[config.mk]
export PLATFORM = sky130hd
export DESIGN_NAME = shift_seq_reg_flat
export DESIGN_NICKNAME = d
export VERILOG_FILES = /design/src/rtl/shift_seq_reg_if.sv /design/src/rtl/shift_seq_reg.sv /design/src/flat_wrapper.sv
export SDC_FILE = /design/constraint.sdc
export NUM_CORES = 1
export LEC_CHECK = 0
export ABC_AREA = 0
export BUFFER_PORTS_ARGS = -buffer_cell sky130_fd_sc_hd__buf_2
export CAP_MARGIN = 20
export CORE_UTILIZATION = 52
export DETAILED_ROUTE_END_ITERATION = 16
export PLACE_DENSITY = 0.85
export SYNTH_ARGS = -nofsm -noshare
export SYNTH_HDL_FRONTEND = slang
export SYNTH_SLANG_ARGS = --single-unit
export TNS_END_PERCENT = 100
[constraint.sdc]
create_clock -name clk -period 2.95 [get_ports clk]
set_input_delay 0.59 -clock clk [delete_from_list [all_inputs] [get_ports clk]]
set_output_delay 0.59 -clock clk [all_outputs]
set_load 0.05 [all_outputs]
[src/rtl/shift_seq_reg_if.sv]
// Handshake and data bundle for shift_seq_reg: the load/start controls go in,
// and the register contents and sequencer status come out.
interface shift_seq_reg_if #(
  parameter int WIDTH = 8,
  parameter int CNT_W = 4
);
  logic             load_en;
  logic [WIDTH-1:0] load_data;
  logic             start;
  logic [CNT_W-1:0] amount;
  logic [2:0]       mode;
  logic             serial_in;
  logic [WIDTH-1:0] q;
  logic             serial_out;
  logic             busy;
  logic             done;

  modport master (
    output load_en, load_data, start, amount, mode, serial_in,
    input  q, serial_out, busy, done
  );

  modport slave (
    input  load_en, load_data, start, amount, mode, serial_in,
    output q, serial_out, busy, done
  );
endinterface

[src/rtl/shift_seq_reg.sv]
// Universal shift register with a sequencer that runs an N-step shift one bit
// per cycle, reported through the busy/done handshake.
module shift_seq_reg #(
  parameter int WIDTH = 8,
  parameter int CNT_W = 4
) (
  input  logic           clk,
  input  logic           reset,
  shift_seq_reg_if.slave bus
);

  typedef enum logic {IDLE, SHIFT} state_t;

  localparam logic [2:0] M_LSL  = 3'b000;
  localparam logic [2:0] M_LSR  = 3'b001;
  localparam logic [2:0] M_ROL  = 3'b010;
  localparam logic [2:0] M_ROR  = 3'b011;
  localparam logic [2:0] M_ASR  = 3'b100;
  localparam logic [2:0] M_SIL  = 3'b101;
  localparam logic [2:0] M_SIR  = 3'b110;

  state_t           state;
  logic [CNT_W-1:0] cnt;
  logic [2:0]       mode_l;
  logic [WIDTH-1:0] q_r;
  logic             so_r;
  logic             busy_r;
  logic             done_r;
  logic [WIDTH:0]   step_nxt;

  // Returns {bit shifted out, next q}; HOLD passes the previous serial_out through.
  function automatic logic [WIDTH:0] shift_step(
    input logic [2:0]       m,
    input logic [WIDTH-1:0] d,
    input logic             si,
    input logic             so_prev
  );
    logic signed [WIDTH-1:0] ds;
    logic        [WIDTH-1:0] asr;
    ds  = d;
    asr = ds >>> 1;
    case (m)
      M_LSL:   return {d[WIDTH-1], d[WIDTH-2:0], 1'b0};
      M_LSR:   return {d[0], 1'b0, d[WIDTH-1:1]};
      M_ROL:   return {d[WIDTH-1], d[WIDTH-2:0], d[WIDTH-1]};
      M_ROR:   return {d[0], d[0], d[WIDTH-1:1]};
      M_ASR:   return {d[0], asr};
      M_SIL:   return {d[WIDTH-1], d[WIDTH-2:0], si};
      M_SIR:   return {d[0], si, d[WIDTH-1:1]};
      default: return {so_prev, d};
    endcase
  endfunction

  always_comb begin
    step_nxt = shift_step(mode_l, q_r, bus.serial_in, so_r);
  end

  always_ff @(posedge clk or posedge reset) begin
    if (reset) begin
      state  <= IDLE;
      cnt    <= '0;
      mode_l <= '0;
      q_r    <= '0;
      so_r   <= 1'b0;
      busy_r <= 1'b0;
      done_r <= 1'b0;
    end else begin
      done_r <= 1'b0;
      case (state)
        IDLE: begin
          if (bus.load_en) begin
            q_r <= bus.load_data;
          end else if (bus.start) begin
            if (bus.amount == '0) begin
              done_r <= 1'b1;
            end else begin
              mode_l <= bus.mode;
              cnt    <= bus.amount;
              state  <= SHIFT;
              busy_r <= 1'b1;
            end
          end
        end
        SHIFT: begin
          {so_r, q_r} <= step_nxt;
          cnt         <= cnt - 1'b1;
          if (cnt == CNT_W'(1)) begin
            state  <= IDLE;
            busy_r <= 1'b0;
            done_r <= 1'b1;
          end
        end
        default: state <= IDLE;
      endcase
    end
  end

  assign bus.q          = q_r;
  assign bus.serial_out = so_r;
  assign bus.busy       = busy_r;
  assign bus.done       = done_r;

endmodule

[src/flat_wrapper.sv]
// flat-port wrapper written by rule: the top's interface ports become plain ports
module shift_seq_reg_flat 
#(
  parameter int WIDTH = 8,
  parameter int CNT_W = 4
)
  (clk, reset, bus_load_en, bus_load_data, bus_start, bus_amount, bus_mode, bus_serial_in, bus_q, bus_serial_out, bus_busy, bus_done);
  shift_seq_reg_if #(.WIDTH(WIDTH), .CNT_W(CNT_W)) bus_i ();
  input  logic clk;
  input  logic reset;
  input wire logic [$bits(bus_i.load_en)-1:0] bus_load_en;
  input wire logic [$bits(bus_i.load_data)-1:0] bus_load_data;
  input wire logic [$bits(bus_i.start)-1:0] bus_start;
  input wire logic [$bits(bus_i.amount)-1:0] bus_amount;
  input wire logic [$bits(bus_i.mode)-1:0] bus_mode;
  input wire logic [$bits(bus_i.serial_in)-1:0] bus_serial_in;
  output wire logic [$bits(bus_i.q)-1:0] bus_q;
  output wire logic [$bits(bus_i.serial_out)-1:0] bus_serial_out;
  output wire logic [$bits(bus_i.busy)-1:0] bus_busy;
  output wire logic [$bits(bus_i.done)-1:0] bus_done;
  assign bus_i.load_en = bus_load_en;
  assign bus_i.load_data = bus_load_data;
  assign bus_i.start = bus_start;
  assign bus_i.amount = bus_amount;
  assign bus_i.mode = bus_mode;
  assign bus_i.serial_in = bus_serial_in;
  assign bus_q = bus_i.q;
  assign bus_serial_out = bus_i.serial_out;
  assign bus_busy = bus_i.busy;
  assign bus_done = bus_i.done;
  shift_seq_reg #(.WIDTH(WIDTH), .CNT_W(CNT_W)) u_core (.clk(clk), .reset(reset), .bus(bus_i));
endmodule
==> flow_summary.ini <==
[synthesis]
netlist.area_leader.share_pct = 41.4
avgSynthCellArea_sq_um = 9.65
yosysMostFrequentCell = dfrtp_1
syn_inst = 119
ys_ff_latch = 19
ys_seq_area_share_pct = 41.4
yosysWarnings = 0
yosysUniqueCellTypes = 38
synth_top_cell_by_area = dfrtp_1
syn_area_sq_um = 1150
synth_nets = 141
synthTopCellsByCount = dfrtp_1, nand2_1, nor2_1
ys.flop_type = dfrtp_1
synth_edf_count = 0
async_reset_ff_share_pct = 100
synth_area_leaders = dfrtp_1, mux2i_1, a211oi_1

[detailed_routing]
wirelength_um = 2320
firstDrtPassIters = 4
avgViaCountPerCell = 5.67
wire_per_inst_um = 13.6
drtIter0Drc = 13
vias = 970
detail-route-antenna-nets = 0
drcViolationCount = 0

[die]
io_pins = 31
die_area_sq_um = 2400
start_util_pct = 56.8
fp.dieH_um = 49
die_x_um = 49
core_sq_um = 2020
rows = 16

[clock_network]
clock_path_buffers = 2
clk_pin_slew_worst_paths_ns = 0.11
ctsHoldBuffers = 0
clk_latency_ns = 0.31
cts_made_buffers = 3
cts_tree = yes
cts_resized = 0
cts_setup_buffers = 0
cts.sinks = 19
clockRootBuffer = clkbuf_4
cts-htree-levels = 1

[worst_setup_path]
r2r_setup_slack_ns = 0.92
worstPathArrival_ns = 2.29
r2r-end = u_core.bus.q[6]
worstSetupPathType = register to register
endpoint_kind = register
crit_fanout = 31
r2r-start = u_core.state
start_kind = register
worstPathRequired_ns = 3.21
reg2regPathDepth = 4

[power_and_ir_drop]
netSwitchingFraction_pct = 50.3
seqPwrFrac_pct = 35.3
pwr-share-comb_pct = 56.8
intPower_uw = 881
p_clk_share_pct = 7.9
powerDensity_nw_per_um2 = 1350
p_sw_uw = 891
leakagePower_nw = 0.644
vdd_drop_max_uv = 851

[global_route]
grt_max_degree = 32
grtUsageMet2_pct = 36.1
grt.met1_usage_pct = 29.4
busiest_layer = met2
antenna_found_initial = 0
gr-total-overflow = 0
track_usage_pct = 22.4
grt_pass1_vias = 897
grtUsageMet3_pct = 5.61
grt_pass1_wl_um = 4060

[sta]
totalNegativeSetupSlack_ns = 0
hold_violations = 0
finalCritPeriodShare_pct = 68.8
fin_skew_ns = 0.00317
max_freq_mhz = 493
report.final.slew_viol_count = 0
finalWorstPathRequiredPeriod_ns = 2.03
fin_ws_ns = 0.922
slew_headroom_pct = 41.8
rsz0062_at_grt = no
worstMarginPinSlew_ns = 0.873
final-setup-viol-count = 0

[finish]
syn2layout_area_growth_pct = 14.4
diodes = 0
nets = 167
drive_gt1_share_pct = 26.4

[place]
pre_cts_ws_ns = 0.973
gp_congestion = 0.774
io_buffers = 30
hpwl_um = 1660

[worst_hold_path]
hp-class = primary input to async pin

[run]
drv_cap = 0

[outcome]
status = finished, final reports clean
cells in the final DEF, fill, tap and decap left out, types with 2 or more instances in the layout:
cell type,instances
a211oi_1,6
a21o_1,6
a21oi_1,6
and3_1,2
buf_2,30
clkbuf_4,3
dfrtp_1,19
ha_1,2
inv_1,4
mux2_4,3
mux2i_1,6
nand2_1,11
nand3_1,2
nand3b_1,4
nand4_1,2
nor2_1,8
nor2b_1,4
o21ai_0,6
o22ai_1,2
registers in the layout (all words and copies together), names as in the netlist:
register	cells
u_core.state	1
u_core.cnt	4
u_core.mode_l	3
u_core.bus.done	1
u_core.bus.busy	1
u_core.bus.serial_out	1
u_core.bus.q	8
routing by layer:
| layer | part of all wire [%] | routed length [um] |
|---|---|---|
| met5 | 0 | 0 |
| met4 | 1.5 | 34 |
| met3 | 3.8 | 88 |
| met2 | 49 | 1150 |
| met1 | 45 | 1050 |
cells by family (layout without fill, tap and decap cells):
| family | count (synthesis) | after routing | synth area share, % |
|---|---|---|---|
| and+or+nand+nor | 40 | 40 | 18.7 |
| AOI/OAI and AO/OA | 33 | 33 | 19.4 |
| DFF | 19 | 19 | 41.4 |
| buffers and inverters | 13 | 38 | 5.23 |
| muxes | 9 | 9 | 9.15 |
| xor gates and xnor gates | 3 | 3 | 3.92 |
| adders and majority gates | 2 | 2 | 2.18 |
metrics by stage:
stage          hold WS (ns)  instances  utilization, %  power (mW)  area [sq um]
5_1_grt               0.441        171            65.0        1.91          1310
2_1_floorplan         0.516        119               -        1.44          1150
4_1_cts               0.389        171            65.0        1.78          1310
3_5_place_dp          0.524        167            63.7        1.64          1290
6_report              0.364        171            65.0        1.77          1310
3_3_place_gp          0.477        167            63.7        1.59          1290
critical path, cell delays in order (launching register included):
cell,delay (ns)
dfrtp_1,0.93
nor2_1,0.27
a41o_1,0.42
a211oi_1,0.24
a21o_1,0.12
worst max-delay path by stage:
stage	from	endpoint	depth (start not counted)
after global placement	bus_amount[2]	u_core.mode_l[0]	4
after floorplan	bus_amount[2]	u_core.mode_l[0]	4
after global routing	u_core.state	u_core.bus.q[5]	4
final	u_core.state	u_core.bus.q[6]	4
after CTS	u_core.state	u_core.bus.q[6]	4
after detailed placement	u_core.state	u_core.bus.q[6]	4
power groups by stage:
stage                     Clock [mW]  Combinational (mW)  Sequential (mW)
after floorplan                    0               0.682            0.761
after global placement             0               0.977            0.616
after detailed placement           0                1.01            0.628
after CTS                      0.144                1.01            0.623
after global routing           0.150                1.10            0.658
final                          0.140                1.01            0.625
final cells by class:
cell class	count	area, sq um
Sequential cell	19	475
Timing Repair Buffer	30	150
Inverter	4	15.0
Tap cell	27	33.8
Multi-Input combinational cell	87	613
Fill cell	178	708
Clock buffer	4	26.3
(Power assumes the default switching activity.)
